### config.mk
export PLATFORM = sky130hd
export DESIGN_NAME = uart_rx_byte
export DESIGN_NICKNAME = d
export VERILOG_FILES = /design/src/rtl/uart_pkg.sv /design/src/rtl/sync_2ff.sv /design/src/rtl/uart_rx_byte.sv
export SDC_FILE = /design/constraint.sdc
export NUM_CORES = 1
export LEC_CHECK = 0
export CORE_MARGIN = 2
export CORE_UTILIZATION = 60
export CTS_CLUSTER_SIZE = 20
export DETAILED_ROUTE_END_ITERATION = 16
export PLACE_DENSITY_LB_ADDON = 0.08
export RECOVER_POWER = 50
export SYNTH_ARGS = -nofsm -noshare
export SYNTH_HDL_FRONTEND = slang
export SYNTH_SLANG_ARGS = --single-unit
### constraint.sdc
create_clock -name clk -period 4.5 [get_ports clk]
set_clock_uncertainty 0.05 [all_clocks]
set_input_delay 0.675 -clock clk [delete_from_list [all_inputs] [get_ports clk]]
set_output_delay 0.675 -clock clk [all_outputs]
set_load 0.05 [all_outputs]
### src/rtl/uart_pkg.sv
// rtl/uart_pkg.sv - shared UART receive types, frame constants and baud helper
package uart_pkg;

    typedef enum logic [2:0] {
        IDLE      = 3'd0,
        START     = 3'd1,
        DATA      = 3'd2,
        STOP      = 3'd3,
        WAIT_HIGH = 3'd4
    } rx_state_t;

    localparam int data_bits = 8;
    localparam int stop_bits = 1;

    function automatic int calc_clks_per_bit(input int sys_clk_freq, input int baud_rate);
        return sys_clk_freq / baud_rate;
    endfunction

endpackage

### src/rtl/sync_2ff.sv
// rtl/sync_2ff.sv - 1-bit two-flop synchronizer with selectable reset value
module sync_2ff #(
    parameter logic rst_val = 1'b1
) (
    input  logic clk,
    input  logic rst,
    input  logic d,
    output logic q
);

    logic meta;

    always_ff @(posedge clk or posedge rst) begin
        if (rst) begin
            meta <= rst_val;
            q    <= rst_val;
        end else begin
            meta <= d;
            q    <= meta;
        end
    end

endmodule

### src/rtl/uart_rx_byte.sv
// rtl/uart_rx_byte.sv - 8N1 UART receiver holding the last good byte for the hex display
module uart_rx_byte
    import uart_pkg::*;
#(
    parameter int sys_clk_freq = 100000000,
    parameter int baud_rate    = 115200
) (
    input  logic       clk,
    input  logic       rst,
    input  logic       rx,
    output logic [7:0] rx_byte,
    output logic       rx_valid,
    output logic       frame_error,
    output logic       busy
);

    localparam int clks_per_bit = calc_clks_per_bit(sys_clk_freq, baud_rate);
    localparam int cnt_w        = $clog2(clks_per_bit);
    localparam logic [cnt_w-1:0] full_tick = cnt_w'(clks_per_bit - 1);
    localparam logic [cnt_w-1:0] half_tick = cnt_w'(clks_per_bit / 2 - 1);
    localparam logic [2:0]       last_bit  = 3'(data_bits - 1);

    rx_state_t        state, state_nxt;
    logic [cnt_w-1:0] baud_cnt, cnt_nxt;
    logic [2:0]       bit_idx, idx_nxt;
    logic [7:0]       shift_reg, shift_nxt;
    logic [7:0]       byte_nxt;
    logic             valid_nxt, fe_nxt;
    logic             rx_s;

    sync_2ff #(.rst_val(1'b1)) u_rx_sync (
        .clk (clk),
        .rst (rst),
        .d   (rx),
        .q   (rx_s)
    );

    always_ff @(posedge clk or posedge rst) begin
        if (rst) begin
            state       <= IDLE;
            baud_cnt    <= '0;
            bit_idx     <= '0;
            shift_reg   <= '0;
            rx_byte     <= 8'h00;
            rx_valid    <= 1'b0;
            frame_error <= 1'b0;
        end else begin
            state       <= state_nxt;
            baud_cnt    <= cnt_nxt;
            bit_idx     <= idx_nxt;
            shift_reg   <= shift_nxt;
            rx_byte     <= byte_nxt;
            rx_valid    <= valid_nxt;
            frame_error <= fe_nxt;
        end
    end

    // The start phase waits half a bit so every later tick lands mid-bit.
    always_comb begin
        state_nxt = state;
        cnt_nxt   = baud_cnt + 1'b1;
        idx_nxt   = bit_idx;
        shift_nxt = shift_reg;
        byte_nxt  = rx_byte;
        valid_nxt = 1'b0;
        fe_nxt    = frame_error;
        case (state)
            IDLE: begin
                cnt_nxt = '0;
                if (!rx_s) state_nxt = START;
            end
            START: begin
                if (baud_cnt == half_tick) begin
                    cnt_nxt = '0;
                    idx_nxt = '0;
                    state_nxt = rx_s ? IDLE : DATA;
                end
            end
            DATA: begin
                if (baud_cnt == full_tick) begin
                    cnt_nxt   = '0;
                    shift_nxt = {rx_s, shift_reg[7:1]};
                    if (bit_idx == last_bit) state_nxt = STOP;
                    else                     idx_nxt   = bit_idx + 3'd1;
                end
            end
            STOP: begin
                if (baud_cnt == full_tick) begin
                    cnt_nxt = '0;
                    if (rx_s) begin
                        byte_nxt  = shift_reg;
                        valid_nxt = 1'b1;
                        fe_nxt    = 1'b0;
                        state_nxt = IDLE;
                    end else begin
                        fe_nxt    = 1'b1;
                        state_nxt = WAIT_HIGH;
                    end
                end
            end
            WAIT_HIGH: begin
                cnt_nxt = '0;
                if (rx_s) state_nxt = IDLE;
            end
            default: begin
                cnt_nxt   = '0;
                state_nxt = IDLE;
            end
        endcase
    end

    assign busy = (state != IDLE);

endmodule
==> flow_summary.toml <==
[yosys]
ys_seq_area_share_pct = 53.9
synth.avg_cell_area_um2 = 12.6
synth_fp_nets = 140
synth-async-reset-ratio_pct = 100
synth_common_cells = "34 x dfrtp_1, 12 x nor2_1, 8 x mux2_2, 8 x mux2_4"
synth_enable_flop_cells = 0
yosys_warnings = 0
synth_cell_type_count = 39
synth_seq_cells = 36
synth_top_area_share_pct = 50.8
synthCells = 133
synth_area_leaders = "dfrtp_1 51%, mux2_4 7.2%, mux2_2 5.4%, dfstp_2 3.1%, ha_1 3.0%"
yosysMostFrequentCell = "dfrtp_1"
synth_area_leader_cell = "dfrtp_1"
netlist_area_um2 = 1680
synth_ff_type = "dfrtp_1"

[cts]
cts_root_buffer = "clkbuf_4"
clock_latency_ns = 0.35
cts_setup_buffers = 0
cts_buffer_depth = 2
clkTransAtPathRegs_ns = 0.11
cts_sinks = 36
hold_buffers = 0
cts_buffers = 5
cts_resized = 0
cts_tree = "done"
htree_num_levels = 2

[drt]
wl_per_cell_um = 16.0
antenna_left = 0
routed_wl_mm = 2.91
avgViaCountPerCell = 5.79
drt-initial-drc-count = 28
drc = 0
firstDrtPassIters = 6
dr_total_vias = 1053

[sta]
setup_tns_ns = 0
slew_headroom_pct = -3.72
finalCriticalPeriod_ns = 2.72
tightestPinTransition_ns = 1.56
final-hold-violation-count = 0
fmax_mhz = 367
maxSlewViolCount = 31
setup_viol = 0
whs_ns = 0.310
period_share_pct = 60.5
rsz0062_at_grt = "no"
setup_ws_ns = 1.78

[grt]
overflow = 0
grt_usage_pct = 21.3
antenna_found_initial = 0
first_global_vias = 1103
grt_pass1_wl_mm = 5.20
grt_max_degree = 31

[cells_and_area]
final_nets = 157
antenna_cells = 0
area_growth_pct = 11.2
final_cells = 182
postLayoutCellArea_um2 = 1860
drive_gt1_share_pct = 19.9
largest_reg_flops = 10

[worst_setup_path]
startpoint_type = "register"
crit_path_max_fanout = 15
crit_arrival_ns = 2.00
critical_path_required_ns = 3.77
critPathMaxStageDelay_ns = 0.70
path_cells = "or3_1 > clkdlybuf4s50_1"
crit_slowest_cell = "clkdlybuf4s50_1"
critPathKind = "register to output port"
cp-end-kind = "output port"

[floorplanning]
core_um2 = 2710
ios = 14
fp.dieH_um = 56.8
start_util_pct = 61.8
die_x_um = 56.8
rows = 19
dieArea_um2 = 3230

[placement]
port_buffers = 13
dp.cells = 174
place_area_um2 = 1820
dpl.hpwl_mm = 1.98
place_ws_ns = 2.16
gp_congestion = 0.891

[power]
peakVddDrop_mv = 0.233
powerDensity_nw_per_um2 = 278
leakage_nw = 0.862

[flow_run]
cap_violations = 1

[worst_hold_path]
hp-class = "register to register"

[run_status]
status = "complete, but fails checks"
violations = "capacitance limit, slew limit"
[worst max-delay path, delay by kind of cell (launching register included)]
kind / cells / cell delay, ns
DFF: 1 / 0.53
and+or+nand+nor: 1 / 0.42
buffers and inverters: 1 / 0.70
[area by class of cell]
| class | count | area [µm²] |
|---|---|---|
| fillers | 201 | 847 |
| repair buffers | 14 | 134 |
| clock buffers | 7 | 55.1 |
| multi-input cells | 87 | 702 |
| flip-flops and latches | 36 | 903 |
| clock inverters | 1 | 7.51 |
| inverters | 6 | 22.5 |
| well taps | 31 | 38.8 |
[report_power, final]
part	leakage [nW]	internal, W	switching [W]
clock	0.0315	0.0000765	0.000108
sequential	0.481	0.000325	0.000000830
combinational	0.349	0.00000153	0.00000638
[cells in the final DEF, fill, tap and decap left out, types with 3 or more instances in the layout]
| master | netlist | final |
|---|---|---|
| xor2_1 | 4 | 4 |
| inv_1 | 6 | 6 |
| o41ai_1 | 3 | 3 |
| mux2_2 | 8 | 8 |
| mux2_4 | 8 | 8 |
| clkbuf_4 | 0 | 5 |
| or3_1 | 3 | 3 |
| clkdlybuf4s50_1 | 0 | 11 |
| a21oi_1 | 4 | 4 |
| nand3_1 | 5 | 5 |
| nor2_1 | 12 | 12 |
| xnor2_1 | 3 | 3 |
| ha_1 | 4 | 4 |
| nand2_1 | 6 | 6 |
| mux2i_1 | 4 | 4 |
| dfrtp_1 | 34 | 34 |
[kinds of logic (layout without fill, tap and decap cells)]
family	after synthesis	after routing	synth area share [%]
AND/OR/NAND/NOR	43	43	15.9
flip-flops	36	36	53.9
multiplexers	20	20	14.9
AO/OA/AOI/OAI	13	13	5.08
buffers and inverters	10	28	3.51
XOR/XNOR	7	7	3.66
adder cells (fa/ha/maj)	4	4	2.99
[layer usage]
layer | GRT usage [%] | part of all wire, % | vias to the layer above
met1 | 28.4 | 47 | 518
met5 | 0 | 0 | -
met2 | 31.7 | 48 | 19
met3 | 7.14 | 3.3 | 6
li1 | - | - | 510
met4 | 8.97 | 1.8 | 0
[worst paths after layout]
check / from / endpoint / slack, ns / cells past startpoint
hold reg to reg: u_rx_sync.meta$_DFF_PP1_ / u_rx_sync.q$_DFF_PP1_ / 0.31 / 0
hold / removal: u_rx_sync.meta$_DFF_PP1_ / u_rx_sync.q$_DFF_PP1_ / 0.31 / 0
setup / recovery: state[1]$_DFFE_PP0P_ / busy / 1.78 / 2
max in group asynchronous: rst / baud_cnt[5]$_DFF_PP0_ / 2.03 / 3
setup reg to reg: baud_cnt[0]$_DFF_PP0_ / rx_byte[3]$_DFFE_PP0P_ / 2.20 / 5
min in group asynchronous: rst / rx_byte[4]$_DFFE_PP0P_ / 0.62 / 2
[per-stage QoR]
| stage | total power [W] | utilization, % |
|---|---|---|
| 2_1_floorplan | 0.000337 | - |
| 3_3_place_gp | 0.000341 | 67.0 |
| 3_5_place_dp | 0.000341 | 67.0 |
| 4_1_cts | 0.000526 | 69.3 |
| 5_1_grt | 0.000542 | 68.7 |
| 6_report | 0.000518 | 68.7 |
Power figures use the tool's default switching activity.
